[config.mk]
export PLATFORM = sky130hd
export DESIGN_NAME = fc_feeder
export DESIGN_NICKNAME = d
export VERILOG_FILES = /design/src/rtl/fc_feeder.sv
export SDC_FILE = /design/constraint.sdc
export NUM_CORES = 1
export LEC_CHECK = 0
export BUFFER_PORTS_ARGS = -buffer_cell sky130_fd_sc_hd__buf_2
export CAP_MARGIN = 20
export CORE_MARGIN = 2
export CORE_UTILIZATION = 40
export CTS_BUF_LIST = sky130_fd_sc_hd__clkbuf_16
export CTS_CLUSTER_DIAMETER = 120
export CTS_CLUSTER_SIZE = 14
export DETAILED_ROUTE_END_ITERATION = 8
export REMOVE_ABC_BUFFERS = 1
export SLEW_MARGIN = 5
export SYNTH_ARGS = -nofsm -noshare
export SYNTH_HDL_FRONTEND = slang
export SYNTH_SLANG_ARGS = --single-unit
[constraint.sdc]
create_clock -name clk -period 4.8 [get_ports clk]
set_clock_uncertainty 0.2 [all_clocks]
set_input_delay 0.24 -clock clk [delete_from_list [all_inputs] [get_ports clk]]
set_output_delay 0.24 -clock clk [all_outputs]
set_load 0.1 [all_outputs]
[src/rtl/fc_feeder.sv]
// fc_feeder: buffers one byte-serial feature frame, streams it to the
// fully connected classifier as LANES-wide beats, waits for the classifier's
// done flag, returns the class over a valid/ready port, and then pulses a
// clear to the classifier before it accepts the next frame.
//
// state    | meaning
// ---------+-----------------------------------------------------------
// S_LOAD   | accepting feature bytes into the frame buffer
// S_STREAM | driving one beat per cycle to the classifier, never stalled
// S_WAIT   | all beats sent, waiting for fc_flag_i
// S_RESULT | class latched, res_valid_o high until res_ready_i
// S_CLEAR  | single-cycle fc_clr_o pulse, then back to S_LOAD
module fc_feeder #(
   parameter int N_FEAT = 64,
   parameter int LANES  = 4
) (
   input  logic               clk,
   input  logic               rst,
   input  logic               in_valid_i,
   input  logic [7:0]         in_data_i,
   output logic               in_ready_o,
   output logic               fc_en_o,
   output logic [LANES*8-1:0] fc_data_o,
   output logic               fc_clr_o,
   input  logic               fc_flag_i,
   input  logic [1:0]         fc_class_i,
   output logic               res_valid_o,
   output logic [1:0]         res_class_o,
   input  logic               res_ready_i,
   output logic               busy_o
);

   localparam int N_BEATS = N_FEAT / LANES;
   localparam int WPW     = (N_FEAT > 1) ? $clog2(N_FEAT) : 1;
   localparam int BCW     = (N_BEATS > 1) ? $clog2(N_BEATS) : 1;
   localparam logic [WPW-1:0] LAST_WP = WPW'(N_FEAT - 1);
   localparam logic [BCW-1:0] LAST_BC = BCW'(N_BEATS - 1);

   typedef enum logic [2:0] {
      S_LOAD,
      S_STREAM,
      S_WAIT,
      S_RESULT,
      S_CLEAR
   } state_t;

   state_t state_q, state_d;

   logic [7:0]         feat_q [N_FEAT];
   logic [WPW-1:0]     wp_q, wp_d;
   logic [BCW-1:0]     bc_q, bc_d;
   logic [LANES*8-1:0] fc_data_q, fc_data_d;
   logic [1:0]         res_class_q, res_class_d;
   logic               fc_en_q, fc_en_d;
   logic               fc_clr_q, fc_clr_d;
   logic               res_valid_q, res_valid_d;

   logic               load_fire;
   logic               frame_done;
   logic [BCW-1:0]     beat_sel;
   logic [WPW-1:0]     idx;
   logic [LANES*8-1:0] beat_d;

   assign load_fire  = (state_q == S_LOAD) && in_valid_i;
   assign frame_done = load_fire && (wp_q == LAST_WP);

   // State register.
   always_ff @(posedge clk or posedge rst) begin
      if (rst) state_q <= S_LOAD;
      else     state_q <= state_d;
   end

   // Next-state decode.
   always_comb begin
      state_d = state_q;
      case (state_q)
         S_LOAD:   if (frame_done)          state_d = S_STREAM;
         S_STREAM: if (bc_q == LAST_BC)     state_d = S_WAIT;
         S_WAIT:   if (fc_flag_i)           state_d = S_RESULT;
         S_RESULT: if (res_ready_i)         state_d = S_CLEAR;
         S_CLEAR:                           state_d = S_LOAD;
         default:                           state_d = S_LOAD;
      endcase
   end

   // Output decode: registered outputs follow the state being entered so they
   // line up with it; in_ready/busy decode straight from the current state.
   always_comb begin
      fc_en_d     = (state_d == S_STREAM);
      fc_clr_d    = (state_d == S_CLEAR);
      res_valid_d = (state_d == S_RESULT);
      in_ready_o  = (state_q == S_LOAD);
      busy_o      = (state_q != S_LOAD);
   end

   // Pointer, beat and result datapath. The beat loaded on the completing byte
   // bypasses that byte in case it lands in beat 0 (N_FEAT == LANES).
   always_comb begin
      wp_d        = wp_q;
      bc_d        = bc_q;
      fc_data_d   = fc_data_q;
      res_class_d = res_class_q;
      idx         = '0;
      beat_d      = '0;
      beat_sel    = frame_done ? '0 : bc_q + 1'b1;
      for (int k = 0; k < LANES; k++) begin
         idx = WPW'(beat_sel) * WPW'(LANES) + WPW'(k);
         beat_d[k*8 +: 8] = (load_fire && (idx == wp_q)) ? in_data_i : feat_q[idx];
      end
      if (frame_done) begin
         wp_d      = '0;
         bc_d      = '0;
         fc_data_d = beat_d;
      end else if (load_fire) begin
         wp_d = wp_q + 1'b1;
      end
      if ((state_q == S_STREAM) && (bc_q != LAST_BC)) begin
         bc_d      = bc_q + 1'b1;
         fc_data_d = beat_d;
      end
      if ((state_q == S_WAIT) && fc_flag_i) res_class_d = fc_class_i;
   end

   // Frame buffer; contents are don't-care after reset, so no reset here.
   always_ff @(posedge clk) begin
      if (load_fire) feat_q[wp_q] <= in_data_i;
   end

   // Datapath and output registers.
   always_ff @(posedge clk or posedge rst) begin
      if (rst) begin
         wp_q        <= '0;
         bc_q        <= '0;
         fc_data_q   <= '0;
         res_class_q <= '0;
         fc_en_q     <= 1'b0;
         fc_clr_q    <= 1'b0;
         res_valid_q <= 1'b0;
      end else begin
         wp_q        <= wp_d;
         bc_q        <= bc_d;
         fc_data_q   <= fc_data_d;
         res_class_q <= res_class_d;
         fc_en_q     <= fc_en_d;
         fc_clr_q    <= fc_clr_d;
         res_valid_q <= res_valid_d;
      end
   end

   assign fc_en_o     = fc_en_q;
   assign fc_data_o   = fc_data_q;
   assign fc_clr_o    = fc_clr_q;
   assign res_valid_o = res_valid_q;
   assign res_class_o = res_class_q;

endmodule

Yosys cells after proc, flatten, opt, wreduce, memory -nomap -nowiden
Memory sizes are Yosys's and may differ from the RTL's.
Cells that the tools add are included.
{ "op_classes": {"addsub": 5, "eq_ne": 13, "mux": 18, "reduce_logical": 12} }
{ "op_table": {"columns": ["cell", "count"], "rows": [
  ["two-way mux 32 bit", 2],
  ["two-way mux 8 bit", 4],
  ["== test 6 bit", 4],
  ["adder 6 x 1 -> 6 bit (second input constant)", 2],
  ["adder 6 x 2 -> 6 bit (second input constant)", 2],
  ["two-way mux 3 bit", 4],
  ["two-way mux 4 bit", 3],
  ["two-way mux 6 bit", 2],
  ["case mux 3 bit (4 select lines)", 1],
  ["== test 3 x 2 -> 1 bit (second input constant)", 3],
  ["logical AND 1 bit", 8],
  ["== test 3 x 1 -> 1 bit (second input constant)", 2],
  ["== test 6 bit (second input constant)", 1],
  ["adder 4 x 1 -> 4 bit (second input constant)", 1],
  ["== test 4 bit (second input constant)", 1],
  ["inequality test 4 bit (second input constant)", 1],
  ["nonzero test 2 bit", 2],
  ["== test 3 bit (second input constant)", 1],
  ["zero test 3 bit", 1],
  ["nonzero test 3 bit", 1],
  ["two-way mux 1 bit", 2]
]} }
{ "word_totals": {"reg_bits": 50, "ram_bits": 512, "input_bits": 15, "out_inout_bits": 39, "memories": 1} }
{ "memory_table": {"columns": ["name", "depth", "width", "rd", "rd_ports_with_merged_regs", "wr", "line_no", "source"], "rows": [
  ["feat_q", 64, 8, 4, 0, 1, "49", "logic [7:0] feat_q [N_FEAT];"]
]} }

Longest topological paths before layout
Gate-level depths: netlist (run 1).
{ "depth": {"ltp_word": 10, "depth_mapped": 9} }

Least setup slack after synthesis (run 1)
No wires, ideal clock.
{ "synth_timing": {"kind": "register -> register", "start": "register state_q[0]", "end": "memory feat_q[59][0], enable pin", "arrival_time_ps": 2053, "required_time_ps": 4230, "slack_ps": 2177, "stages_incl_launch_ff": 8, "path_buffers": 3, "synth_period_minus_slack_ps": 2623, "cell_sequence": "dfrtp_1 -> buf_6 -> or4b_4 -> buf_6 -> buf_6 -> nor2_1 -> nand3_1 -> nor2_1"} }
{ "synth_between": {"elab_chain_len": 4} }
{ "synth_lines": {"columns": ["item", "line_no", "source"], "rows": [
  ["start, declared", "47", "state_t state_q, state_d;"],
  ["start signal, assigned", "70", "else state_q <= state_d;"],
  ["zero test 3 bit", "64", "assign load_fire = (state_q == S_LOAD) && in_valid_i;"],
  ["logical AND 1 bit", "64", null],
  ["two-way mux 1 bit", "126", "if (load_fire) feat_q[wp_q] <= in_data_i;"],
  ["two-way mux 1 bit (implied by the code)", "126", null],
  ["end, declared", "49", null]
]} }
Every way passes these cells.

Worst setup path after layout (run 1)
{ "layout_timing": {"start": "register bc_q[0]", "end": "register fc_data_q[20], in the netlist fc_data_o[20]"} }
{ "layout_between": {"elab_chain_len": 8} }
{ "layout_lines": {"columns": ["item", "line_no", "source"], "rows": [
  ["start, declared", "51", "logic [BCW-1:0] bc_q, bc_d;"],
  ["start signal, assigned", "133", "bc_q <= '0;"],
  ["start signal, assigned", "141", "bc_q <= bc_d;"],
  ["parallel branches: the longest is 8 deep, another holds memory (64 x 8 bit)", null, null],
  ["end signal, assigned", "142", "fc_data_q <= fc_data_d;"],
  ["end, declared", "52", "logic [LANES*8-1:0] fc_data_q, fc_data_d;"]
]} }
Parallel ways; which one is timed is not known. The select of a mux whose other input is x is not followed.
A chain may end at the register's enable or synchronous reset.

==> impl_metrics.json, run 1 <==
{
  "finalWorstSetupSlack_ps": 1530,
  "tightest_slew_ps": 1030,
  "regArea_um2": 16600,
  "hold_viol": 0,
  "clk_latency_ps": 590,
  "fin_total_pwr_mw": 15.7,
  "multi_input_area_um2": 5510,
  "synth_top_area_share_pct": 68.3,
  "root_buffer": "clkbuf_16",
  "wl_per_cell_um": 24.9,
  "clkTransAtPathRegs_ps": 70,
  "crit_top_cell": "buf_4",
  "cts_tree": "built",
  "dpl.cell_count": 2142,
  "gr-usage-all-layers_pct": 19.6,
  "crit_path_max_incr_delay_ps": 730,
  "ys_ff_latch": 562,
  "clockBufferDepth": 3,
  "netlist_area_um2": 22500,
  "final.min_clock_period_ps": 3270,
  "filler_cell_count": 4765,
  "hold_class": "input port to asynchronous set/reset pin",
  "core_area_um2": 55400,
  "antenna_found_initial": 0,
  "async_flop_share_pct": 8.90,
  "holdWs_ps": 38.6,
  "worst-endpoint-arrival_ps": 3530,
  "boundaryPins": 54,
  "die_area_um2": 58200,
  "area_delta_synth_final_pct": 11.2,
  "ant_nets": 0,
  "grt_max_degree": 81,
  "ys_top_cells_by_area": "edfxtp_1 68%, dfrtp_1 5.6%, mux4_2 5.4%",
  "setup_tns_ps": 0,
  "max_freq_mhz": 306,
  "first_iter_violations": 1418,
  "dp_hpwl_um": 32400,
  "slowest_stage": "dfrtp_4",
  "place_congestion": 0.787,
  "vdd_ir_drop_max_v": 0.000444,
  "nets": 1469,
  "outcome": "finished, final reports clean",
  "dp_slack_ps": 1480,
  "critical_path_class": "register to register",
  "cp.required_ps": 5050,
  "synth_edf_count": 512,
  "final_core_util_pct": 45.2,
  "dpl_cell_area_um2": 23600,
  "routed_wl_um": 55600,
  "p_leak_nw": 8.32,
  "antennaDiodeCount": 0,
  "via_count": 12700,
  "layoutNonFillerInstCount": 2235,
  "power_density_nw_per_um2": 627,
  "crit_family": "buffers and inverters",
  "start_kind": "register",
  "ys_seq_area_share_pct": 73.8,
  "yosysTopAreaCell": "edfxtp_1",
  "worstSetupEndpointType": "register",
  "final_max_slew_viol_count": 0,
  "grt-ovfl-total": 0,
  "cts_buffers": 46,
  "synth_cell_types": 60,
  "h-tree-depth": 2,
  "synth-main-ff-cell": "edfxtp_1",
  "yosysWarnings": 0,
  "synth_cells": 1405,
  "die_y_um": 241,
  "viasPerCell": 5.67,
  "grt_pass1_vias": 12700,
  "timing.final.crit_share_pct": 68.2,
  "clock_sinks": 562,
  "first_pass_iters": 8,
  "post-cts-setup-buffers": 0,
  "io_buffers": 53,
  "path_max_fanout": 40,
  "remaining_drc_errors": 0,
  "path_cells": "buf_4, buf_4, mux4_2, o21ai_0, a22o_1, a31oi_1",
  "drv_cap": 0,
  "grt_pass1_wl_um": 83600,
  "design_area_um2": 25000,
  "rsz0062_at_grt": "no",
  "layout-drive-gt1-share_pct": 14.9,
  "avgSynthCellArea_um2": 16.0,
  "slew_headroom_pct": 31.2,
  "core.rowCount": 86,
  "die_w_um": 241,
  "crit_buf_inv": 2,
  "start_util_pct": 40.6,
  "finalSetupViolCount": 0,
  "ctsResizeCount": 0
}
state kept, by name (all words and copies together), names as in the netlist:
| name | flops |
|---|---|
| state_q | 3 |
| fc_en_o | 1 |
| fc_clr_o | 1 |
| fc_data_o | 32 |
| res_class_o | 2 |
| res_valid_o | 1 |
| wp_q | 6 |
| bc_q | 4 |
| feat_q | 512 |
synthesized netlist by cell type, drive strengths merged (2+ instances only):
cell type and instances:
a21o 3, a21oi 8, a221o 2, a22o 22, a2bb2oi 23, a311oi 15, a31oi 37, a32o 2
a41oi 9, and2 7, and3 23, buf 42, clkbuf 55, dfrtp 50, edfxtp 512, ha 3
inv 7, mux2 11, mux2i 64, mux4 54, nand2 96, nand2b 3, nand3 18, nand3b 2
nand4 3, nor2 174, nor3 3, o211ai 34, o21ai 56, o221ai 7, o31a 7, o31ai 25
or2 2, or3 4, xnor2 4, xor2 3
cell usage in the layout (no fill, tap or decap), types with 40 or more instances in the layout:
master / instances
buf_2: 53
clkbuf_16: 47
dfrtp_1: 49
edfxtp_1: 512
inv_1: 40
mux2i_1: 64
mux4_2: 54
nand2_1: 96
nor2_1: 172
o21ai_0: 54
routing by layer:
layer / track usage [%] / routed length (µm)
met4: 5.61 / 1440
met2: 31.7 / 26700
met5: 0 / 0
met3: 2.81 / 3340
met1: 27.8 / 24200
power breakdown:
group / switching [mW] / internal [mW]
logic: 4.34 / 1.97
registers: 0.283 / 5.65
clock network: 1.68 / 1.77
cells by family (layout without fill, tap and decap cells):
kind of cell | after synthesis | count (layout) | share of synthesized area (%)
AOI/OAI and AO/OA | 258 | 258 | 8.38
xor gates and xnor gates | 7 | 7 | 0.272
adders and majority gates | 3 | 3 | 0.167
buffers and inverters | 105 | 187 | 2.03
DFF | 562 | 562 | 73.8
muxes | 129 | 129 | 8.79
and+or+nand+nor | 341 | 341 | 6.53
final cells by class:
type	count	area share, %
clock inverter	37	0.625
sequential	562	66.4
tap	748	3.74
inverter	8	0.120
timing repair buffer	95	2.44
multi-input combinational	738	22.0
clock buffer	47	4.70
worst paths after layout:
| check | from | endpoint | slack, ps | cells after the start |
|---|---|---|---|---|
| max | bc_q[0] | fc_data_o[20] | 1530 | 6 |
| min | rst | fc_data_o[13] | 40 | 3 |
| max reg2reg | bc_q[0] | fc_data_o[20] | 1530 | 6 |
| min reg2reg | fc_data_o[24] | fc_data_o[24] | 350 | 2 |
| max in group asynchronous | rst | bc_q[0] | 3400 | 4 |
| min in group clk | in_valid_i | wp_q[1] | 150 | 5 |
repair_timing:
item / in CTS / in global routing
hold endpoints to repair: 62 / 0
hold buffers: 9 / 0
endpoints found under the setup margin: 0 / 0
worst register-to-register path: cells and delay by family, from the launching register on:
family                 cells  cell delay, ps
multiplexers               1             610
AO/OA/AOI/OAI              3             390
flip-flops                 1             730
buffers and inverters      2            1210
Power figures use the tool's default switching activity.
==> run 2: changes to the inputs <==
==> constraint.sdc (replaced) <==
create_clock -name clk -period 3 [get_ports clk]
set_clock_uncertainty 0.2 [all_clocks]
set_input_delay 0.15 -clock clk [delete_from_list [all_inputs] [get_ports clk]]
set_output_delay 0.15 -clock clk [all_outputs]
set_load 0.1 [all_outputs]
==> run 2 against run 1 <==
Compared with the run above: register-to-register slack worse by 1300 ps; non-clock buffer count is 86 higher; critical path depth is 2 higher; clock power is 61% higher; sequential share of layout area is 2.1 points lower; setup slack worse by 1300 ps; worst hold slack worse by 30 ps; fmax is 19% higher; first-iteration DRC count is 9.2% lower; largest cell class unchanged.
==> impl_metrics.json, run 2 (same netlist as run 1, synthesis figures left out) <==
{
  "power_density_nw_per_um2": 987,
  "ant_nets": 0,
  "swShare_pct": 39.9,
  "drv_cap": 0,
  "io_buffers": 53,
  "intPower_mw": 15.4,
  "dp_hpwl_um": 33500,
  "h-tree-depth": 2,
  "finalWorstSetupSlack_ps": 241,
  "grt_pass1_vias": 13100,
  "slew_headroom_pct": 36.5,
  "cp.required_ps": 3300,
  "root_buffer": "clkbuf_16",
  "holdWs_ps": 8.35,
  "comb_power_share_pct": 41.5,
  "clkTransAtPathRegs_ps": 70,
  "cts_tree": "built",
  "viasPerCell": 5.53,
  "place_congestion": 0.795,
  "first_iter_violations": 1287,
  "pwr-share-seq_pct": 36.7,
  "die_y_um": 241,
  "grt_pass1_wl_um": 82900,
  "layout_commonest_cell": "edfxtp_1",
  "tightest_slew_ps": 951,
  "via_count": 12800,
  "start_util_pct": 40.6,
  "max_freq_mhz": 362,
  "final_max_slew_viol_count": 0,
  "filler_cell_count": 4784,
  "timing.final.crit_share_pct": 92.0,
  "p_leak_nw": 8.84,
  "critical_path_class": "register to register",
  "boundaryPins": 54,
  "first_pass_iters": 7,
  "path_max_fanout": 34,
  "layout-drive-gt1-share_pct": 19.5,
  "regMostFlops": "feat_q",
  "area_delta_synth_final_pct": 14.9,
  "final.min_clock_period_ps": 2760,
  "routed_wl_um": 55000,
  "hold_viol": 0,
  "die_area_um2": 58200,
  "nets": 1555,
  "clk_latency_ps": 600,
  "post-cts-setup-buffers": 0,
  "hold_class": "input port to register",
  "die_w_um": 241,
  "remaining_drc_errors": 0,
  "core_area_um2": 55400,
  "power_switching_mw": 10.2,
  "largest_reg_flops": 512,
  "finalSetupViolCount": 0,
  "rsz0062_at_grt": "no",
  "grt_max_degree": 96,
  "gr-usage-all-layers_pct": 19.2,
  "dpl_cell_area_um2": 24400,
  "grt-ovfl-total": 0,
  "clock_sinks": 562,
  "wl_per_cell_um": 23.7,
  "hold_depth": 1,
  "ctsResizeCount": 0,
  "antennaDiodeCount": 0,
  "outcome": "finished, final reports clean",
  "clockBufferDepth": 3,
  "cts_buffers": 46,
  "antenna_found_initial": 0,
  "start_kind": "register",
  "r2r_setup_slack_ps": 240,
  "final_core_util_pct": 46.7,
  "p_clk_share_pct": 21.7,
  "worstSetupEndpointType": "register",
  "worst-endpoint-arrival_ps": 3060,
  "design_area_um2": 25900,
  "core.rowCount": 86,
  "layout_common_cells": "512 x edfxtp_1, 172 x nor2_1, 104 x buf_4",
  "vdd_ir_drop_max_v": 0.000796,
  "worstRegToRegCells": 8,
  "dp_slack_ps": 273
}
## run 2: final cells by class
class | count | area [µm²] | area share, %
Tap cell | 748 | 936 | 3.62
Timing Repair Buffer | 181 | 1420 | 5.47
Multi-Input combinational cell | 738 | 5510 | 21.3
Clock buffer | 47 | 1180 | 4.55
Clock inverter | 38 | 176 | 0.682
Inverter | 8 | 30.0 | 0.116
Sequential cell | 562 | 16600 | 64.3
## run 2: layer usage
layer  vias to the layer above  share of wire [%]  GRT usage [%]
li1                       5750                  -              -
met1                      6682                 43           25.7
met2                       331                 50           32.5
met3                        83                5.1           3.13
met4                         0                2.7           5.57
met5                         -                  0              0
## run 2: path summary, 6_finish.rpt
path,from,endpoint
hold reg to reg,fc_data_o[31],fc_data_o[31]
setup / recovery,wp_q[0],fc_data_o[6]
setup reg to reg,wp_q[0],fc_data_o[6]
hold / removal,in_data_i[5],feat_q[42][5]
min in group asynchronous,rst,res_class_o[1]
max in group asynchronous,rst,bc_q[0]
## run 2: stage by stage
stage | total power, mW | setup TNS, ps | cells
6_report | 25.5 | 0 | 2322
5_1_grt | 26.6 | 0 | 2322
4_1_cts | 25.7 | 0 | 2322
3_5_place_dp | 20.2 | 0 | 2226
3_3_place_gp | 20.1 | 0 | 2226
2_1_floorplan | 16.1 | -275820 | 1308
## run 2: critical path, stage by stage (launching register included)
cell and delay [ps]:
dfrtp_1 430, ha_1 270, nand4_1 200, buf_4 190
nor3_4 50, nor2_2 740, inv_2 100, buf_12 220
a41oi_1 230
## run 2: timing repair
item | in CTS | in global routing
endpoints found under the hold margin | 156 | 0
hold buffers | 11 | 0
endpoints found under the setup margin | 0 | 0
## run 2: power groups by stage
stage | sequential [mW] | clock, mW | combinational [mW]
final | 9.38 | 5.54 | 10.6
after global routing | 9.42 | 5.96 | 11.3
after CTS | 9.40 | 5.67 | 10.7
after detailed placement | 9.56 | 0 | 10.6
after global placement | 9.55 | 0 | 10.5
after floorplan | 11.4 | 0 | 4.66
==> run 3: changes to the inputs <==
--- a/config.mk
+++ b/config.mk
@@ -8,11 +8,12 @@
 export BUFFER_PORTS_ARGS = -buffer_cell sky130_fd_sc_hd__buf_2
 export CAP_MARGIN = 20
 export CORE_MARGIN = 2
-export CORE_UTILIZATION = 40
+export CORE_UTILIZATION = 55
 export CTS_BUF_LIST = sky130_fd_sc_hd__clkbuf_16
 export CTS_CLUSTER_DIAMETER = 120
 export CTS_CLUSTER_SIZE = 14
 export DETAILED_ROUTE_END_ITERATION = 8
+export PLACE_DENSITY = 0.74
 export REMOVE_ABC_BUFFERS = 1
 export SLEW_MARGIN = 5
 export SYNTH_ARGS = -nofsm -noshare
==> run 3 against run 2 <==
Compared with the run above: setup slack lost 120 ps; via count up 1.1%; total power is 0.83% lower; cell count down 9.6%; largest power group unchanged.
==> impl_metrics.json, run 3 (same netlist as run 1, synthesis figures left out) <==
{
  "post-cts-setup-buffers": 0,
  "path_max_fanout": 13,
  "dr_wl_met3_um": 3890,
  "fin_total_pwr_mw": 25.3,
  "clkTransAtPathRegs_ps": 60,
  "first_pass_iters": 5,
  "die_y_um": 206,
  "h-tree-depth": 2,
  "cts_buffers": 46,
  "start_util_pct": 55.4,
  "layout_commonest_cell": "edfxtp_1",
  "nets": 1550,
  "drv_cap": 0,
  "gr-usage-all-layers_pct": 24.9,
  "clockBufferDepth": 3,
  "die_w_um": 206,
  "viasPerCell": 6.19,
  "worstSetupEndpointType": "register",
  "layoutNonFillerInstCount": 2099,
  "outcome": "finished, final reports clean",
  "routed_wl_um": 51700,
  "regMostFlops": "feat_q",
  "grt-ovfl-total": 0,
  "start_kind": "register",
  "slew_headroom_pct": 41.2,
  "grt_pass1_wl_um": 78200,
  "place_congestion": 0.795,
  "ant_nets": 0,
  "boundaryPins": 54,
  "layout_common_cells": "512 x edfxtp_1, 173 x nor2_1, 96 x nand2_1",
  "dr.max_layer_used": "met4",
  "grt_max_degree": 98,
  "r2r-start": "state_q[2]",
  "remaining_drc_errors": 0,
  "met1_length_um": 20800,
  "power_density_nw_per_um2": 990,
  "final_core_util_pct": 62.9,
  "root_buffer": "clkbuf_16",
  "final_max_slew_viol_count": 0,
  "worstSetupEndpoint": "feat_q[42][2]",
  "largest_reg_flops": 512,
  "cp.required_ps": 3090,
  "rsz0062_at_grt": "no",
  "hold_viol": 0,
  "worst-endpoint-arrival_ps": 2970,
  "timing.final.crit_share_pct": 95.8,
  "vdd_ir_drop_max_v": 0.000755,
  "antenna_found_initial": 0,
  "core_area_um2": 40600,
  "clk_latency_ps": 580,
  "cts_tree": "built",
  "via_count": 13000,
  "wl_met2_um": 25600,
  "critical_path_class": "register to register",
  "antennaDiodeCount": 0,
  "hold_class": "input port to register",
  "die_area_um2": 42600,
  "finalSetupViolCount": 0,
  "grt_pass1_vias": 13200,
  "first_iter_violations": 1406,
  "r2r_setup_slack_ps": 130,
  "io_buffers": 53,
  "dp_hpwl_um": 30900,
  "wl_per_cell_um": 24.6,
  "worstRegToRegCells": 5,
  "dpl.cell_count": 2002,
  "max_freq_mhz": 348,
  "clock_sinks": 562,
  "area_delta_synth_final_pct": 13.5,
  "final.min_clock_period_ps": 2870,
  "p_leak_nw": 8.81,
  "r2r-end": "feat_q[42][2]",
  "layout-drive-gt1-share_pct": 19.0,
  "tightest_slew_ps": 882,
  "core.rowCount": 74,
  "critPathLaunch": "state_q[2]"
}
==> run 3: through the flow <==
step | hold slack (ps) | worst slack, ps | instance area (µm²) | setup TNS (ps)
6_report | 7.37 | 125 | 25600 | 0
5_1_grt | 24.5 | 64.6 | 25600 | 0
2_1_floorplan | 48.9 | -6900 | 22100 | -275820
3_3_place_gp | 13.5 | 157 | 24100 | 0
3_5_place_dp | 8.16 | 112 | 24100 | 0
4_1_cts | 6.50 | 90.7 | 25600 | 0
==> run 3: power breakdown <==
group / total, mW / switching (mW) / internal (mW)
Clock: 5.45 / 2.62 / 2.83
Sequential: 9.36 / 0.312 / 9.05
Combinational: 10.5 / 7.04 / 3.46
==> run 3: worst max-delay path, stage by stage (launching register included) <==
cell     delay, ps
dfrtp_1        450
or4b_4         700
nor2_1         420
nand2_1        380
nor2_1         200
buf_4          220
==> run 3: worst min-delay path by stage <==
stage	start	endpoint	slack (ps)	depth (start not counted)
after floorplan	in_data_i[0]	feat_q[0][0]	50	0
after global placement	rst	res_class_o[1]	10	2
after detailed placement	rst	res_class_o[1]	8	2
after CTS	in_data_i[1]	feat_q[51][1]	6	1
after global routing	in_data_i[1]	feat_q[51][1]	20	1
final	in_data_i[1]	feat_q[51][1]	7	1
==> run 3: cell type report <==
cell class / instances / area, µm²
timing repair buffer: 176 / 1400
inverter: 8 / 30.0
clock buffer: 47 / 1180
fill: 2819 / 15100
clock inverter: 36 / 153
multi-input combinational: 738 / 5510
tap: 532 / 666
sequential: 562 / 16600
==> run 3: what timing repair did <==
item                                   in CTS  in global routing
gates resized for setup                     0                  1
setup endpoints to repair                   0                  5
hold buffers                               14                  0
endpoints found under the hold margin     139                  0
==> run 3: metal layers <==
metal	vias to the layer above	GRT usage [%]
met5	-	0
met4	0	8.29
met3	94	4.12
met2	555	41.6
met1	6596	33.8
li1	5740	-
